--- src/rtl/uart_rx_byte.sv ---
// uart_rx_byte: 8N1 UART receiver with a one-cycle ready strobe, framing-error strobe and break hold-off
module uart_rx_byte #(
  parameter int data_size    = 8,
  parameter int CLKS_PER_BIT = 16
) (
  input  logic                 clk,
  input  logic                 reset,
  input  logic                 rx,
  output logic [data_size-1:0] data_out,
  output logic                 ready,
  output logic                 framing_error,
  output logic                 busy
);
  localparam int CW = $clog2(CLKS_PER_BIT);
  localparam int BW = data_size > 1 ? $clog2(data_size) : 1;
  localparam logic [CW-1:0] HALF = CW'(CLKS_PER_BIT / 2 - 1);
  localparam logic [CW-1:0] LAST = CW'(CLKS_PER_BIT - 1);
  localparam logic [BW-1:0] TOP  = BW'(data_size - 1);
  typedef enum logic [2:0] {IDLE, START, DATA, STOP, DONE, BRK} state_t;
  state_t               state;
  logic [1:0]           sync;
  logic [CW-1:0]        clk_cnt;
  logic [BW-1:0]        bit_idx;
  logic [data_size-1:0] shreg;
  logic                 rx_s;
  assign rx_s = sync[1];
  // data_out loads on the STOP edge and ready follows one cycle later from DONE
  always_ff @(posedge clk or posedge reset)
    if (reset) begin
      sync          <= 2'b11;
      state         <= IDLE;
      clk_cnt       <= '0;
      bit_idx       <= '0;
      shreg         <= '0;
      data_out      <= '0;
      ready         <= 1'b0;
      framing_error <= 1'b0;
      busy          <= 1'b0;
    end else begin
      sync          <= {sync[0], rx};
      ready         <= 1'b0;
      framing_error <= 1'b0;
      case (state)
        IDLE: begin
          busy <= ~rx_s;
          if (!rx_s) begin
            clk_cnt <= '0;
            bit_idx <= '0;
            state   <= START;
          end
        end
        START:
          if (clk_cnt == HALF) begin
            clk_cnt <= '0;
            state   <= rx_s ? IDLE : DATA;
          end else clk_cnt <= clk_cnt + 1'b1;
        DATA:
          if (clk_cnt == LAST) begin
            clk_cnt        <= '0;
            shreg[bit_idx] <= rx_s;
            bit_idx        <= bit_idx + 1'b1;
            if (bit_idx == TOP) state <= STOP;
          end else clk_cnt <= clk_cnt + 1'b1;
        STOP:
          if (clk_cnt == LAST) begin
            clk_cnt <= '0;
            if (rx_s) begin
              data_out <= shreg;
              state    <= DONE;
            end else begin
              framing_error <= 1'b1;
              state         <= BRK;
            end
          end else clk_cnt <= clk_cnt + 1'b1;
        DONE: begin
          ready <= 1'b1;
          state <= IDLE;
        end
        BRK: if (rx_s) state <= IDLE;
        default: state <= IDLE;
      endcase
    end
endmodule

--- config.mk ---
export PLATFORM = sky130hd
export DESIGN_NAME = uart_rx_byte
export DESIGN_NICKNAME = d
export VERILOG_FILES = /design/src/rtl/uart_rx_byte.sv
export SDC_FILE = /design/constraint.sdc
export NUM_CORES = 1
export LEC_CHECK = 0
export CAP_MARGIN = 30
export CORE_MARGIN = 5
export CORE_UTILIZATION = 56
export DETAILED_ROUTE_END_ITERATION = 8
export PLACE_DENSITY = 0.9
export SYNTH_ARGS = -nofsm -noshare
export SYNTH_HDL_FRONTEND = slang
export SYNTH_SLANG_ARGS = --single-unit
export TNS_END_PERCENT = 50
--- constraint.sdc ---
create_clock -name clk -period 2.2 [get_ports clk]
set_input_delay 0.55 -clock clk [delete_from_list [all_inputs] [get_ports clk]]
set_output_delay 0.55 -clock clk [all_outputs]
set_load 0.1 [all_outputs]
==> results by group, run 1 <==
Run status
  – Status: complete, no violations

Logic synthesis
  – Synth Area in Simple Gates: 0.1569
  – Syn avg cell area: 12.25 um2
  – Most numerous cell in the Yosys netlist: dfrtp_1
  – Netlist cell types: 44
  – Post-Syn Instances: 127
  – XOR/XNOR share of the synthesized area: 0.01126
  – Dominant cell type by area after synthesis: dfrtp_1
  – Register bit count reported by yosys: 31
  – Async set-reset flop share out of synthesis: 1.000
  – Top_reg_cell synth: dfrtp_1
  – Area fraction of the dominant cell type after synthesis: 0.4666
  – Post-synth net total: 133
  – Post-synthesis compound-gate area fraction: 0.08689
  – Post-synth EDFFs: 0
  – Dominant cells by area after synthesis: dfrtp_1, mux2_1, dfstp_2
  – Largest family of logic cells by synthesized area: simple AND/OR/NAND/NOR gates
  – Yosys warning count: 0
  – Mapped cell area: 0.001555 mm2
  – Post-synthesis adder-cell area fraction: 0.02414
  – Sequential area share after synthesis: 0.5004
  – Commonest cells in the netlist: dfrtp_1, mux2_1, nor2_1
  – Mux contribution to synthesized area: 0.1504

Timing
  – Setup TNS: 0 ns
  – Max Fclk: 525.0 MHz
  – Final worst path period share: 0.8658
  – Worst-Margin Slew: 0.5060 ns
  – Final setup viols: 0
  – Clock Skews: 0.002432 ns
  – Final Hold Fails: 0
  – Min Tclk post-route: 1.905 ns
  – Slew Viols, Final: 0
  – Slew Limit Headroom: 0.6627
  – RSZ-0062 raised after global routing: no

Die
  – Die Y: 62.70 um
  – Die area: 0.003931 mm2
  – Core area: 0.002710 mm2
  – Chip Width: 62.70 um
  – Core Rows: 19
  – Io pins: 14
  – Initial Util: 0.5739

Detailed routing
  – Iteration-0 DRC count of the detailed router: 27
  – DRT antenna net count: 0
  – Residual DRC: 0
  – Vias/cell: 5.965
  – DR pass1 iterations: 4
  – Vias: 1,014
  – Routed WL per cell: 15.14 um
  – Total Wirelength: 2574 um

Global route
  – Layer with the highest usage: met2
  – Number of global-route vias before repair: 1,037
  – Grt ovf: 0
  – Met1 Track Usage GR: 0.1959
  – First-pass GRT wire length: 4885 um
  – Gr usage total: 0.1558
  – Maximum number of pins on one net before global-route repair: 21
  – Antenna violations before repair: 0
  – Met3 Usage GRT: 0.05576
  – Met2 Use GR: 0.2461

Power
  – Worst-case vdd ir drop: 0.7777 mV
  – Leak pwr: 0.8029 nW
  – PD cells: 1025 mW/mm2

Clock tree
  – Clk_lat worst skew: 0.33 ns
  – Clock slew at reported path FFs: 0.09 ns
  – Cts hold-fix bufs: 0
  – Clk sinks: 31
  – Clock Path Buffers: 2
  – Num CTS Buffers: 5
  – H-tree levels: 2
  – CTS tree: built
  – Clock root buffer master: clkbuf_4

Critical path
  – Critical path data arrival time: 2.12 ns
  – Cell family with most CP delay: simple AND/OR/NAND/NOR gates
  – Slowest stage delay, CP: 0.40 ns
  – Slowest stage cell, crit path: mux2_1
  – WP depth: 4
  – Worst Path Required: 2.42 ns
  – Reg2Reg Depth: 4
  – Kind of critical path: register to register
  – Startpoint types: register
  – Critical path buffers and inverters: 0
  – Crit path max fanout: 11
  – CP Cell Sequence: ha_1 > and3_2 > nand4_2 > mux2_1
  – Critical Path Sink Type: register

Layout
  – Number of diodes: 0
  – Filler cell count: 214
  – Layout net count: 144
  – Ratio of cells with drive above 1 in the final layout: 0.2302
  – Post-layout util: 0.6247
  – Area grow syn2layout: 8.849%

Min path
  – Worst min path class: register to register
  – Hold depth: 0

Run
  – Max capacitance violation total: 0

Placement
  – Port Buffers: 13
  – Dpl hpwl: 1841 um
  – Gpl congestion: 0.7801
## layout by cell type (no fill, tap or decap), types with 3 or more instances in the layout
cell / synthesis / layout
clkbuf_4: 0 / 5
nor3_1: 3 / 3
nor3b_1: 3 / 3
nand3_1: 3 / 3
nor2_1: 8 / 8
a22o_1: 3 / 3
o22ai_1: 3 / 3
ha_1: 3 / 3
mux2_1: 16 / 16
inv_1: 5 / 5
buf_4: 1 / 13
a21oi_1: 3 / 3
mux2_2: 3 / 3
nand4_1: 3 / 3
dfrtp_1: 29 / 29
## sequential cells by signal, indices dropped and copies added, names as in the netlist
signal         flops
clk_cnt            4
framing_error      1
bit_idx            3
shreg              8
state              3
busy               1
sync               2
data_out           8
ready              1
## metrics by stage
stage                     instance area (um2)  std cells  setup slack, ns  total power [mW]  hold slack, ns
after floorplan                          1555        127           0.5736             1.367          0.3452
after global placement                   1642        162           0.2718             1.402          0.3463
after detailed placement                 1642        162           0.1743             1.437          0.3491
after CTS                                1692        170           0.1554             1.749          0.3628
after global routing                     1693        170           0.1230             1.864          0.3734
final                                    1693        170           0.2952             1.735          0.3607
## where the power goes
group          leakage (nW)  total (mW)  internal [mW]  switching (mW)
clock network        0.0293       0.309          0.124           0.185
logic                 0.371       0.585          0.269           0.316
registers             0.402       0.842          0.667           0.175
total                 0.803        1.74           1.06           0.675
## cell families (layout without fill, tap and decap cells)
family,count (synthesis),after routing
multiplexers,21,21
flip-flops,31,31
adder cells (fa/ha/maj),3,3
AO/OA/AOI/OAI,18,18
XOR/XNOR,2,2
AND/OR/NAND/NOR,35,35
buffers and inverters,17,29
## area by class of cell
type / count / area, um2 / share of cell area
Clock buffer: 7 / 45.04 / 0.02661
Sequential cell: 31 / 778.2 / 0.4597
Timing Repair Buffer: 16 / 137.6 / 0.08130
Inverter: 5 / 18.77 / 0.01109
Clock inverter: 1 / 5.005 / 0.002956
Tap cell: 31 / 38.79 / 0.02291
Multi-Input combinational cell: 79 / 669.4 / 0.3954
## path summary, 6_finish.rpt
| kind | startpoint | endpoint | slack [ns] |
|---|---|---|---|
| max in group asynchronous | reset | sync[1] | 1.11 |
| min in group asynchronous | reset | ready | 0.54 |
| worst max register to register | clk_cnt[0] | data_out[4] | 0.30 |
| worst min-delay path | sync[0] | sync[1] | 0.36 |
| worst max-delay path | clk_cnt[0] | data_out[4] | 0.30 |
| worst min register to register | sync[0] | sync[1] | 0.36 |
## metal layers
layer,vias to the layer above,routed length (um),share of wire
met4,0,43,0.017
met2,19,1270,0.49
met1,501,1127,0.44
li1,489,-,-
met3,5,132,0.051
met5,-,0,0
## timing repair
action                     CTS  global route
setup buffers                0             0
setup endpoints to repair    0             8
gates resized for setup      0             1
(Power assumes the default switching activity.)
==> run 2, diff against run 1 <==
GPL_ROUTABILITY_DRIVEN = 0   (was default)
RECOVER_POWER = 100   (was default)
==> results by group, run 2 (same netlist as run 1, synthesis figures left out) <==
Detailed routing
  – Iteration-0 DRC count of the detailed router: 28
  – Vias: 1,021
  – Routed WL per cell: 15.14 um
  – Vias/cell: 6.006
  – Residual DRC: 0
  – Total Wirelength: 2573 um
  – DRT antenna net count: 0
  – DR pass1 iterations: 4

Placement
  – Dpl hpwl: 1841 um
  – Port Buffers: 13

Run
  – Max capacitance violation total: 0

Layout
  – Area grow syn2layout: 5.953%
  – Filler cell count: 224
  – Register area: 778.2 um2
  – Biggest regs: data_out (8), shreg (8), clk_cnt (4)
  – Multi-input logic area: 659.4 um2
  – Post-layout util: 0.6080
  – Commonest non-fill, non-tap cell in the layout: dfrtp_1
  – Layout net count: 144
  – Most frequent cells in the layout: dfrtp_1, mux2_1, clkbuf_2
  – Ratio of cells with drive above 1 in the final layout: 0.2086
  – Number of diodes: 0

Die
  – Core Rows: 19
  – Chip Width: 62.70 um
  – Io pins: 14
  – Die area: 0.003931 mm2
  – Core area: 0.002710 mm2
  – Die Y: 62.70 um
  – Initial Util: 0.5739

Global route
  – First-pass GRT wire length: 4885 um
  – Met1 Track Usage GR: 0.1959
  – Met2 Use GR: 0.2461
  – Antenna violations before repair: 0
  – Grt ovf: 0
  – Layer with the highest usage: met2
  – Number of global-route vias before repair: 1,037
  – Met3 Usage GRT: 0.05576
  – Maximum number of pins on one net before global-route repair: 21
  – Gr usage total: 0.1558

Critical path
  – Worst Path Required: 2.42 ns
  – Register-to-Register Setup Slack: 0.24 ns
  – CP startpoint: state[1]
  – Reg-to-Reg Start: state[1]
  – Crit path max fanout: 18
  – Startpoint types: register
  – Kind of critical path: register to register
  – Critical path data arrival time: 2.18 ns
  – Reg2Reg Depth: 3
  – Worst Setup EP: shreg[0]
  – Critical Path Sink Type: register
  – R2r endpoint: shreg[0]

Clock tree
  – Clock slew at reported path FFs: 0.09 ns
  – Clk_lat worst skew: 0.33 ns
  – Post-CTS setup buffers: 0
  – H-tree levels: 2
  – CTS tree: built
  – Num CTS Buffers: 5
  – Clk sinks: 31
  – Clock root buffer master: clkbuf_4
  – Clock Path Buffers: 2

Timing
  – Final worst path period share: 0.8923
  – Clock Skews: 0.002833 ns
  – Worst-Margin Slew: 0.8633 ns
  – Setup TNS: 0 ns
  – Max Fclk: 509.4 MHz
  – Hold_ws: 0.3609 ns
  – RSZ-0062 raised after global routing: no
  – Final Hold Fails: 0
  – Slew Limit Headroom: 0.4235
  – Final setup viols: 0
  – Slew Viols, Final: 0
  – Min Tclk post-route: 1.963 ns

Power
  – Clock power frac: 0.181
  – PD cells: 1046 mW/mm2
  – Seq pwr share: 0.487
  – Comb pwr share: 0.331
  – Sw Pwr: 0.6748 mW
  – Net Sw Frac: 0.3917
  – Tot Pwr: 1.723 mW
  – Leak pwr: 0.7956 nW
  – Worst-case vdd ir drop: 0.7777 mV
  – Cell internal pwr: 1.048 mW

Min path
  – Worst min path class: register to register

Run status
  – Status: complete, no violations
==> run 2: critical path, stage by stage (launching register included) <==
cell and delay (ns):
dfrtp_1 0.67, or4b_1 0.54, nor4_1 0.27, mux2_1 0.38
==> run 2: final cells by class <==
class	instances	share of cell area
sequential	31	0.4723
multi-input combinational	79	0.4002
timing repair buffer	16	0.06226
clock buffer	7	0.02733
tap	31	0.02354
inverter	5	0.01139
clock inverter	1	0.003037
==> run 2: per-layer routing <==
layer  routed length, um  vias up  part of all wire
met5                   0        -                 0
met4                  43        0             0.017
met3                 140        5             0.054
met2                1283       21              0.50
met1                1106      509              0.43
li1                    -      486                 -
==> run 2: power by group through the flow <==
stage	registers (mW)	clock network [mW]	logic, mW
global route	0.866	0.348	0.633
finish	0.840	0.312	0.571
detailed placement	0.851	0	0.587
global placement	0.840	0	0.562
floorplan	0.815	0	0.552
CTS	0.839	0.318	0.591
==> run 2: through the flow <==
| stage | instances | instance area (um2) | setup slack, ns |
|---|---|---|---|
| after CTS | 170 | 1692 | 0.1554 |
| after detailed placement | 162 | 1642 | 0.1743 |
| after global routing | 170 | 1648 | 0.08303 |
| after global placement | 162 | 1642 | 0.2718 |
| after floorplan | 127 | 1555 | 0.5736 |
| final | 170 | 1648 | 0.2369 |
==> run 2: repair_timing <==
action | 4_1_cts | 5_1_grt
hold buffers | 0 | 0
gates resized for setup | 0 | 1
setup endpoints to repair | 0 | 8
==> run 2: how the worst min path moves through the flow <==
stage            start  endpoint  slack [ns]  cells past startpoint
2_1_floorplan  sync[0]   sync[1]        0.35                      0
3_3_place_gp   sync[0]   sync[1]        0.35                      0
3_5_place_dp   sync[0]   sync[1]        0.35                      0
4_1_cts        sync[0]   sync[1]        0.36                      0
5_1_grt        sync[0]   sync[1]        0.37                      0
6_report       sync[0]   sync[1]        0.36                      0
